$ cat config.mk
export PLATFORM = sky130hd
export DESIGN_NAME = midi_rx_controller
export DESIGN_NICKNAME = d
export VERILOG_FILES = /design/src/rtl/midi_pkg.sv /design/src/rtl/midi_rx_controller.sv
export SDC_FILE = /design/constraint.sdc
export NUM_CORES = 1
export LEC_CHECK = 0
export BUFFER_PORTS_ARGS = -buffer_cell sky130_fd_sc_hd__buf_2
export CAP_MARGIN = 20
export CORE_MARGIN = 10
export CORE_UTILIZATION = 47
export DETAILED_ROUTE_END_ITERATION = 12
export PLACE_DENSITY_LB_ADDON = 0.08
export SYNTH_ARGS = -nofsm -noshare
export SYNTH_HDL_FRONTEND = slang
export SYNTH_SLANG_ARGS = --single-unit
$ cat constraint.sdc
create_clock -name clk -period 1.3 [get_ports clk]
set_input_delay 0.13 -clock clk [delete_from_list [all_inputs] [get_ports clk]]
set_output_delay 0.13 -clock clk [all_outputs]
set_load 0.1 [all_outputs]
$ cat src/rtl/midi_pkg.sv
// ============================================================================
// midi_pkg : shared MIDI event/status constants, parser states, length helper
// Revision : 1.0
// ============================================================================
`default_nettype none

package midi_pkg;

  localparam logic [1:0] EV_NOTE_OFF = 2'd0;
  localparam logic [1:0] EV_NOTE_ON  = 2'd1;
  localparam logic [1:0] EV_CC       = 2'd2;

  localparam logic [3:0] ST_NOTE_OFF = 4'h8;
  localparam logic [3:0] ST_NOTE_ON  = 4'h9;
  localparam logic [3:0] ST_POLY_AT  = 4'hA;
  localparam logic [3:0] ST_CC       = 4'hB;
  localparam logic [3:0] ST_PROGRAM  = 4'hC;
  localparam logic [3:0] ST_CHAN_AT  = 4'hD;
  localparam logic [3:0] ST_PITCH    = 4'hE;

  typedef enum logic [1:0] {
    S_IDLE    = 2'd0,
    S_WAIT_D1 = 2'd1,
    S_WAIT_D2 = 2'd2
  } parse_state_e;

  // Program change and channel aftertouch carry a single data byte.
  function automatic logic [1:0] msg_data_len(input logic [3:0] nibble);
    if (nibble == ST_PROGRAM || nibble == ST_CHAN_AT) return 2'd1;
    return 2'd2;
  endfunction

endpackage

`default_nettype wire

$ cat src/rtl/midi_rx_controller.sv
// ============================================================================
// midi_rx_controller : pops UART bytes, parses MIDI with running status and
//                      emits note/CC events. Define MIDI_RX_CC_EN for CC events.
// Revision : 1.0
// ============================================================================
`default_nettype none

module midi_rx_controller
  import midi_pkg::*;
#(
  parameter bit         OMNI    = 1'b1,
  parameter logic [3:0] CHANNEL = 4'd0
) (
  input  logic       clk,
  input  logic       resetn,
  input  logic       rx_valid,
  input  logic [7:0] rx_data,
  output logic       rx_re,
  output logic       ev_valid,
  input  logic       ev_ready,
  output logic [1:0] ev_type,
  output logic [3:0] ev_chan,
  output logic [6:0] ev_d1,
  output logic [6:0] ev_d2
);

  logic         pop_q;
  parse_state_e state_q;
  logic [7:0]   status_q;
  logic [6:0]   d1_q;
  logic         ev_valid_q;
  logic [1:0]   ev_type_q;
  logic [3:0]   ev_chan_q;
  logic [6:0]   ev_d1_q;
  logic [6:0]   ev_d2_q;

  logic         emit_d;
  logic [1:0]   type_d;
  logic         kind_ok;
  logic         chan_ok;

  // The guard flop covers the cycle where the UART still shows the old byte.
  assign rx_re = resetn & rx_valid & (~ev_valid_q | ev_ready) & ~pop_q;

  always_comb begin
    type_d  = EV_NOTE_ON;
    kind_ok = 1'b0;
    chan_ok = OMNI || (status_q[3:0] == CHANNEL);
    case (status_q[7:4])
      ST_NOTE_OFF: begin
        type_d  = EV_NOTE_OFF;
        kind_ok = 1'b1;
      end
      ST_NOTE_ON: begin
        type_d  = (rx_data[6:0] == 7'd0) ? EV_NOTE_OFF : EV_NOTE_ON;
        kind_ok = 1'b1;
      end
      ST_CC: begin
`ifdef MIDI_RX_CC_EN
        type_d  = EV_CC;
        kind_ok = 1'b1;
`endif
      end
      default: ;
    endcase
    emit_d = rx_re && !rx_data[7] && (state_q == S_WAIT_D2) && chan_ok && kind_ok;
  end

  always_ff @(posedge clk) begin
    if (!resetn) begin
      pop_q      <= 1'b0;
      state_q    <= S_IDLE;
      status_q   <= 8'h00;
      d1_q       <= 7'd0;
      ev_valid_q <= 1'b0;
      ev_type_q  <= 2'd0;
      ev_chan_q  <= 4'd0;
      ev_d1_q    <= 7'd0;
      ev_d2_q    <= 7'd0;
    end else begin
      pop_q <= rx_re;
      if (ev_valid_q && ev_ready) ev_valid_q <= 1'b0;
      if (emit_d) begin
        ev_valid_q <= 1'b1;
        ev_type_q  <= type_d;
        ev_chan_q  <= status_q[3:0];
        ev_d1_q    <= d1_q;
        ev_d2_q    <= rx_data[6:0];
      end
      // Realtime bytes (F8-FF) fall through untouched.
      if (rx_re && rx_data < 8'hF8) begin
        if (rx_data >= 8'hF0) begin
          state_q  <= S_IDLE;
          status_q <= 8'h00;
        end else if (rx_data[7]) begin
          state_q  <= S_WAIT_D1;
          status_q <= rx_data;
        end else begin
          case (state_q)
            S_WAIT_D1: begin
              d1_q    <= rx_data[6:0];
              state_q <= (msg_data_len(status_q[7:4]) == 2'd2) ? S_WAIT_D2 : S_WAIT_D1;
            end
            S_WAIT_D2: state_q <= S_WAIT_D1;
            default: ;
          endcase
        end
      end
    end
  end

  assign ev_valid = ev_valid_q;
  assign ev_type  = ev_type_q;
  assign ev_chan  = ev_chan_q;
  assign ev_d1    = ev_d1_q;
  assign ev_d2    = ev_d2_q;

endmodule

`default_nettype wire

# == Word level (Yosys, flattened, before mapping) ==
# Cells that the tools add are included.
# totals
memories,0
latch_bits,0
inputBits,12
romBits,0
out_inout_bits,22
ramBits,0
ff_bits,39
# classes
magnitude_cmp,2
eq_ne,7
multipliers,0
addsub,0
n_bitwise,8
div,0
n_shift,0
n_reduce_logical,15
n_mux,24
# ops
op,n
2-to-1 mux 2 bit,10
equality test 4 bit (second input constant),4
2-to-1 mux 8 bit,2
2-to-1 mux 1 bit,10
>= comparator 8 bit (second input constant),1
less-than comparator 8 bit (second input constant),1
logical NOT 7 bit,1
logical AND 1 bit,5
equality test 2 bit (second input constant),2
NOT 1 bit,4
case mux 2 bit (2 select lines),1
AND reduction 2 bit,2
AND reduction 4 bit,1
nonzero test 2 bit,2
nonzero test 4 bit,1
bitwise AND 1 bit,3
equality test 2 x 1 -> 1 bit (second input constant),1
case mux 1 bit (2 select lines),1
OR reduction 2 bit,1
logical NOT 1 bit,1
logical OR 1 bit,1
bitwise OR 1 bit,1

# == Longest topological paths before layout ==
# Gate-level depths: netlist of the first run.
# logic_depth
word_depth,19
depth_mapped,6
depth_no_buf,5

# == Worst setup path before layout of the first run ==
# No wires, ideal clock.
# synth_timing
path_kind,reg2reg
startpoint,reg ev_valid_q (netlist: ev_valid)
endpoint,reg ev_valid_q (netlist: ev_valid)
path_stages_with_launch,7
path_slack_ns,-0.899
synth_period_minus_slack_ns,2.199
t_arrival_ns,2.071
path_cell_list,dfxtp_1 nor2b_1 or2_1 clkinv_1 buf_4 a21oi_1 nor2_1
# synth_via
elab_chain_cells,8
# synth_lines
element,line_no,rtl
"start, declared",midi_rx_controller.sv:31,logic ev_valid_q;
"start signal, assigned",midi_rx_controller.sv:75,ev_valid_q <= 1'b0;
"start signal, assigned",midi_rx_controller.sv:82,if (ev_valid_q && ev_ready) ev_valid_q <= 1'b0;
"start signal, assigned",midi_rx_controller.sv:84,ev_valid_q <= 1'b1;
NOT 1 bit *,midi_rx_controller.sv:43,assign rx_re = resetn & rx_valid & (~ev_valid_q | ev_ready) & ~pop_q;
bitwise OR 1 bit *,midi_rx_controller.sv:43,
bitwise AND 1 bit * (2 in series),midi_rx_controller.sv:43,
via rx_re,midi_rx_controller.sv:18,"output logic rx_re,"
logical AND 1 bit * (3 in series),midi_rx_controller.sv:66,emit_d = rx_re && !rx_data[7] && (state_q == S_WAIT_D2) && chan_ok && kind_ok;
2-to-1 mux 1 bit / nonzero test 2 bit (equally long branches),n/a,
# The timed path passes the listed nets; every way through them passes the cells marked *.
# A chain may end at the register's enable or synchronous reset.

# == Worst setup path after layout of the first run ==
# layout_timing
startpoint,reg ev_valid_q (netlist: ev_valid)
endpoint,out rx_re
# layout_via
elab_chain_cells,4
# layout_lines
element,line_no
NOT 1 bit,midi_rx_controller.sv:43
bitwise OR 1 bit,midi_rx_controller.sv:43
bitwise AND 1 bit (2 in series),midi_rx_controller.sv:43
"end, declared",midi_rx_controller.sv:18
# Every way passes these cells.

==> impl_metrics.ini, run 1 <==
[cts]
htreeDepth = 2
cts_root_buf = clkbuf_4
cts_tree = built
cts.sinks = 38
cts_buffers = 5
clk_latency_ps = 340
clkTransAtPathRegs_ps = 110
ctsLongestPathBuffers = 2

[cells_and_area]
n_fill_cell = 199
layout-drive-gt1-share_pct = 59.7
final_common_cell = dfxtp_1
finalNetCount = 244
multi_input_area_um2 = 966
mostFrequentLayoutCells = 32 x dfxtp_1, 19 x buf_2, 17 x clkbuf_4, 17 x buf_4, 15 x buf_6
seq_area_um2 = 778
syn2layout_area_growth_pct = 64.5
diodes = 0

[setup_path]
end_kind = primary output
crit_fanout = 2
cp.required_ps = 1170
startpoint_type = flop
crit_arrival_ps = 1390
critical_path_class = flop to primary output

[floorplan]
rows = 20
die-area_um2 = 5930
core-area_um2 = 3080
die_width_um = 77.0
chipHeight_um = 77.0
ios = 34
start_util_pct = 49.6

[yosys]
synthCells = 164
synth-seq-area-share_pct = 49.8
ys_seq_elements = 38
synth-edff-count = 0
synth_cell_types = 37
syn_avg_cell_area_um2 = 9.32
syn_nets = 176
synthFlopType = dfxtp_1
synth_area_um2 = 1530
postSynth.asyncResetShare_pct = 0
yosysWarnings = 0

[power]
p_leak_nw = 1.00
ir_drop_v = 0.000888
total_power_mw = 2.33
power.density_nw_per_um2 = 929

[detailed_routing]
drtIter0Drc = 101
route.vias.total = 1558
wirelength_um = 5010
final_antenna_net_count = 0
avgRoutedWirePerCell_um = 18.1
routed_via_density = 5.62
drc = 0
drt_pass1_iterations = 4

[timing]
fmax_ghz = 0.657
hold_violations = 0
finalCritPeriodShare_pct = 117
fin_worst_skew_ps = 11.1
setup_ws_ps = -223
period_needed_ps = 1520
finalSetupTns_ps = -5450
rsz0062_at_grt = true
setup_viol_count_final = 38
finalMaxSlewViolations = 0

[placed_design]
dp_hpwl_um = 2950
place_ws_ps = -169
io_buffers = 32
gp_congestion = 0.838

[run]
cap_violations = 0

[global_route]
gr-total-overflow = 0
grt_max_degree = 15
grt_pass1_wl_um = 7220
grt_pass1_vias = 1462
antenna_found_initial = 0
grt_usage_pct = 14.7

[status]
violations = negative setup slack
status = finished with violations

[min_path]
hp-class = input pin to flop
## routing by layer
layer	routed length (um)	up-vias	global-route usage, %	share of wire (%)
li1	-	742	-	-
met1	2120	754	16.6	42
met4	23	0	4.56	0.46
met5	0	-	0	0
met3	411	2	5.94	8.2
met2	2460	60	24.7	49
## final cells by class
cell class / instances / share of cell area [%]
clock inverter: 1 / 1.20
inverter: 3 / 0.647
timing repair buffer: 70 / 24.4
tap: 44 / 2.19
clock buffer: 7 / 2.19
multi-input combinational: 114 / 38.4
sequential: 38 / 31.0
## sequential cells by signal, indices dropped and copies added, names as in the netlist
signal	cells
ev_d1	7
ev_chan	4
pop_q	1
ev_d2	7
status_q	8
d1_q	7
ev_valid	1
ev_type	1
state_q	2
## worst paths after layout
path | start | to | slack, ps | cells past startpoint
worst min-delay path | rx_data[0] | ev_d2[0]$_SDFFE_PN0P_ | 70 | 3
worst min register to register | ev_chan[2]$_SDFFE_PN0P_ | ev_chan[2]$_SDFFE_PN0P_ | 470 | 2
worst max-delay path | ev_valid$_SDFFE_PN0P_ | rx_re | -220 | 5
worst max register to register | ev_valid$_SDFFE_PN0P_ | status_q[6]$_SDFFE_PN0P_ | -190 | 7
## critical path: stages (launching register included)
cell and delay, ps:
dfxtp_4 360, nor2b_4 120, or2_4 260, clkinv_4 50, buf_6 90, buf_12 160
## cell families (layout without fill, tap and decap cells)
logic type | after synthesis | count (layout) | share of synthesized area, %
other | 1 | 1 | 0.245
buffers and inverters | 15 | 81 | 5.65
AO/OA/AOI/OAI | 53 | 53 | 21.6
AND/OR/NAND/NOR | 50 | 53 | 18.1
multiplexers | 7 | 7 | 4.59
flip-flops | 38 | 38 | 49.8
## synthesized netlist by cell type (2+ instances only)
master    number  share of area, %
nand3_1       18               5.9
nand4_1        2              0.82
a22o_1         7               4.0
nor2b_1        4               1.6
o21ai_1        9               2.9
nor4_1         2              0.82
nor2_1         8               2.0
nand2_1        5               1.2
dfxtp_1       38                50
buf_2          3              0.98
clkbuf_1       5               1.2
buf_4          2              0.98
nand2b_1       2              0.82
a31o_2         2               1.1
mux2i_1        7               4.6
o21ai_0        9               2.9
nor3_1         2              0.66
a21oi_1       20               6.6
## report_power, final
part           internal [mW]  total, mW  switching [mW]
Clock                  0.459      0.832           0.372
Combinational          0.136      0.310           0.173
Sequential              1.17       1.19          0.0178
Total                   1.77       2.33           0.563
## timing repair
item / CTS / global route
gates resized for setup: 33 / 64
pin swaps: 7 / 30
hold buffers: 0 / 0
gates cloned: 3 / 3
setup endpoints to repair: 32 / 41
setup buffers: 5 / 8
## through the flow
step | util, % | hold WS [ps] | cells | area, um2
2_1_floorplan | - | 263 | 164 | 1640
3_3_place_gp | 63.3 | 429 | 251 | 1950
3_5_place_dp | 63.3 | 431 | 251 | 1950
4_1_cts | 70.8 | 70.5 | 267 | 2180
5_1_grt | 81.6 | 53.8 | 277 | 2510
6_report | 81.6 | 73.5 | 277 | 2510
No activity file was read; power rests on OpenSTA's default activity.
==> inputs of run 2 (changes only) <==
--- a/config.mk
+++ b/config.mk
@@ -5,11 +5,13 @@
 export SDC_FILE = /design/constraint.sdc
 export NUM_CORES = 1
 export LEC_CHECK = 0
+export ABC_AREA = 1
 export BUFFER_PORTS_ARGS = -buffer_cell sky130_fd_sc_hd__buf_2
 export CAP_MARGIN = 20
 export CORE_MARGIN = 10
-export CORE_UTILIZATION = 47
+export CORE_UTILIZATION = 48
 export DETAILED_ROUTE_END_ITERATION = 12
+export GPL_TIMING_DRIVEN = 0
 export PLACE_DENSITY_LB_ADDON = 0.08
 export SYNTH_ARGS = -nofsm -noshare
 export SYNTH_HDL_FRONTEND = slang
==> run 2 against run 1 <==
Against the previous run:
- the flow still finishes with violations (negative setup slack)
- via count up 4.3%
- first-iteration DRC count up 19%
- synthesized cell count up 35%
- clock-buffer cell count down 1
- largest power group unchanged
==> impl_metrics.ini, run 2 <==
[cells_and_area]
n_fill_cell = 266
finalNetCount = 278
final_common_cell = nor2_1
multi_input_area_um2 = 851
syn2layout_area_growth_pct = 33.2
largest_reg_flops = 8
layout-drive-gt1-share_pct = 34.5
mostFrequentLayoutCells = 54 x nor2_1, 36 x dfxtp_1, 30 x buf_2, 21 x nand2_1
regMostFlops = status_q
diodes = 0
seq_area_um2 = 766

[placed_design]
gp_congestion = 0.905
place_ws_ps = -195
io_buffers = 32
dp_hpwl_um = 2880

[power]
pwr-share-seq_pct = 55.9
clkPwrFrac_pct = 31.2
power_frac_comb_pct = 12.9
p_sw_share_pct = 28.0
power.density_nw_per_um2 = 997
p_leak_nw = 0.871
total_switching_power_mw = 0.595
p_int_mw = 1.53
ir_drop_v = 0.000599

[status]
status = finished with violations
violations = negative setup slack

[global_route]
grt_max_degree = 13
grt_usage_pct = 14.0
grt_pass1_vias = 1545
antenna_found_initial = 0
gr-total-overflow = 0
top_usage_layer = met2
met2_usage_pct = 23.6
grt_pass1_wl_um = 7070
grtUsageMet1_pct = 16.3
grt_use_met3_pct = 4.61

[timing]
finalMaxSlewViolations = 0
setup_ws_ps = -88.8
hold_violations = 0
tightest_slew_ps = 630
finalSetupTns_ps = -1270
fmax_ghz = 0.720
period_needed_ps = 1390
setup_viol_count_final = 31
fin_worst_skew_ps = 4.30
rsz0062_at_grt = true
finalCritPeriodShare_pct = 107
slew_headroom_pct = 58.0

[floorplan]
die-area_um2 = 6050
rows = 20
chipHeight_um = 77.8
start_util_pct = 51.2
die_width_um = 77.8
ios = 34
core-area_um2 = 3130

[min_path]
hp-class = input pin to flop
hold_start = rx_valid

[yosys]
synth-edff-count = 0
yosysMostFrequentCell = nor2_1
synthCells = 221
postSynth.asyncResetShare_pct = 0
yosysWarnings = 0
syn_nets = 233
syn_avg_cell_area_um2 = 7.25
synthFlopType = dfxtp_1
synth_cell_types = 19
synth_area_um2 = 1600
synth_top_area_share_pct = 47.5
synth-seq-area-share_pct = 47.5
ys_seq_elements = 38
synth_largest_area_cell = dfxtp_1
synth_commonest_cells = 58 x nor2_1, 38 x dfxtp_1, 33 x nand2_1
synthTopCellsByArea = dfxtp_1 48%, nor2_1 14%, nand2_1 7.7%

[cts]
clkTransAtPathRegs_ps = 120
ctsLongestPathBuffers = 2
htreeDepth = 2
clk_latency_ps = 350
cts_tree = built
ctsHoldBuffers = 0
cts_root_buf = clkbuf_4
cts_buffers = 5
cts.sinks = 38

[setup_path]
crit_fanout = 5
slowest_delay_ps = 340
slowest_stage = dfxtp_2
end_kind = flop
path_cells = inv_2 > nand3_4 > nor2_4 > buf_6 > inv_4 > nor2_4 > buf_6 > nand2_2 > a21oi_1
reg2reg_from = pop_q$_SDFF_PN0_
startpoint_type = flop
crit_arrival_ps = 1680
cp.required_ps = 1590
critical_path.startpoint = pop_q$_SDFF_PN0_
critical_path_class = flop to flop

[detailed_routing]
drtIter0Drc = 120
final_antenna_net_count = 0
drt_pass1_iterations = 4
routed_via_density = 5.23
drc = 0
route.vias.total = 1625
avgRoutedWirePerCell_um = 13.9
wirelength_um = 4310

[run]
cap_violations = 0
run 2: cell types whose count changed after synthesis, moves of 3 or more:
cell,change
nand4_1,+14
a22o_1,-7
a21oi_1,-4
clkbuf_1,-3
o21ai_1,-8
nand2_1,+28
nor2_1,+50
nand3_1,-11
o21ai_0,+8
nand3_2,+3
inv_1,+14
mux2i_1,-7
nor2b_1,-4
run 2: metrics by stage:
stage          utilization [%]  instances  hold WS (ps)  power (mW)  area [um2]
2_1_floorplan                -        221           271        1.37        1640
3_3_place_gp              59.4        297           395        1.43        1860
3_5_place_dp              59.4        297           407        1.43        1860
4_1_cts                   63.6        308          44.0        2.10        1990
5_1_grt                   68.2        311          20.6        2.21        2130
6_report                  68.2        311          31.9        2.13        2130
run 2: critical path, delay by kind of cell (launching register included):
| kind | cells | cell delay, ps |
|---|---|---|
| simple gates | 4 | 460 |
| compound gates | 1 | 120 |
| buf+inv | 4 | 420 |
| flops | 1 | 340 |
run 2: what timing repair did:
action,in CTS,in global routing
endpoints found under the hold margin,0,0
setup buffers,2,2
cloned,1,1
setup endpoints to repair,30,42
resized for setup,13,40
pin swaps,1,15
run 2: area by class of cell:
type,instances,share of cell area (%)
multi-input cells,156,39.9
flip-flops and latches,38,35.9
repair buffers,38,11.1
plain buffers,11,4.57
inverters,16,2.93
well taps,44,2.58
clock buffers,6,2.40
clock inverters,2,0.587
run 2: routing by layer:
metal	vias to the layer above	share of wire, %
met5	-	0
met4	0	1.5
met3	9	7.7
met2	53	47
met1	753	43
li1	810	-
run 2: worst paths after layout:
check,to,depth (start not counted),slack (ps)
worst max-delay path,ev_type[0]$_SDFFE_PN0P_,9,-90
worst min-delay path,pop_q$_SDFF_PN0_,3,30
worst min register to register,ev_type[0]$_SDFFE_PN0P_,2,460
worst max register to register,ev_type[0]$_SDFFE_PN0P_,9,-90
run 2: power groups by stage:
stage / clock network [mW] / registers (mW) / logic [mW]
floorplan: 0 / 1.22 / 0.152
detailed placement: 0 / 1.21 / 0.217
global route: 0.720 / 1.19 / 0.299
global placement: 0 / 1.21 / 0.215
CTS: 0.680 / 1.19 / 0.235
finish: 0.664 / 1.19 / 0.274
run 2: cell families after synthesis:
kind of cell,Yosys count,synth area share (%)
buffers and inverters,27,7.50
and+or+nand+nor,121,34.1
AOI/OAI and AO/OA,34,10.6
DFF,38,47.5
other,1,0.234
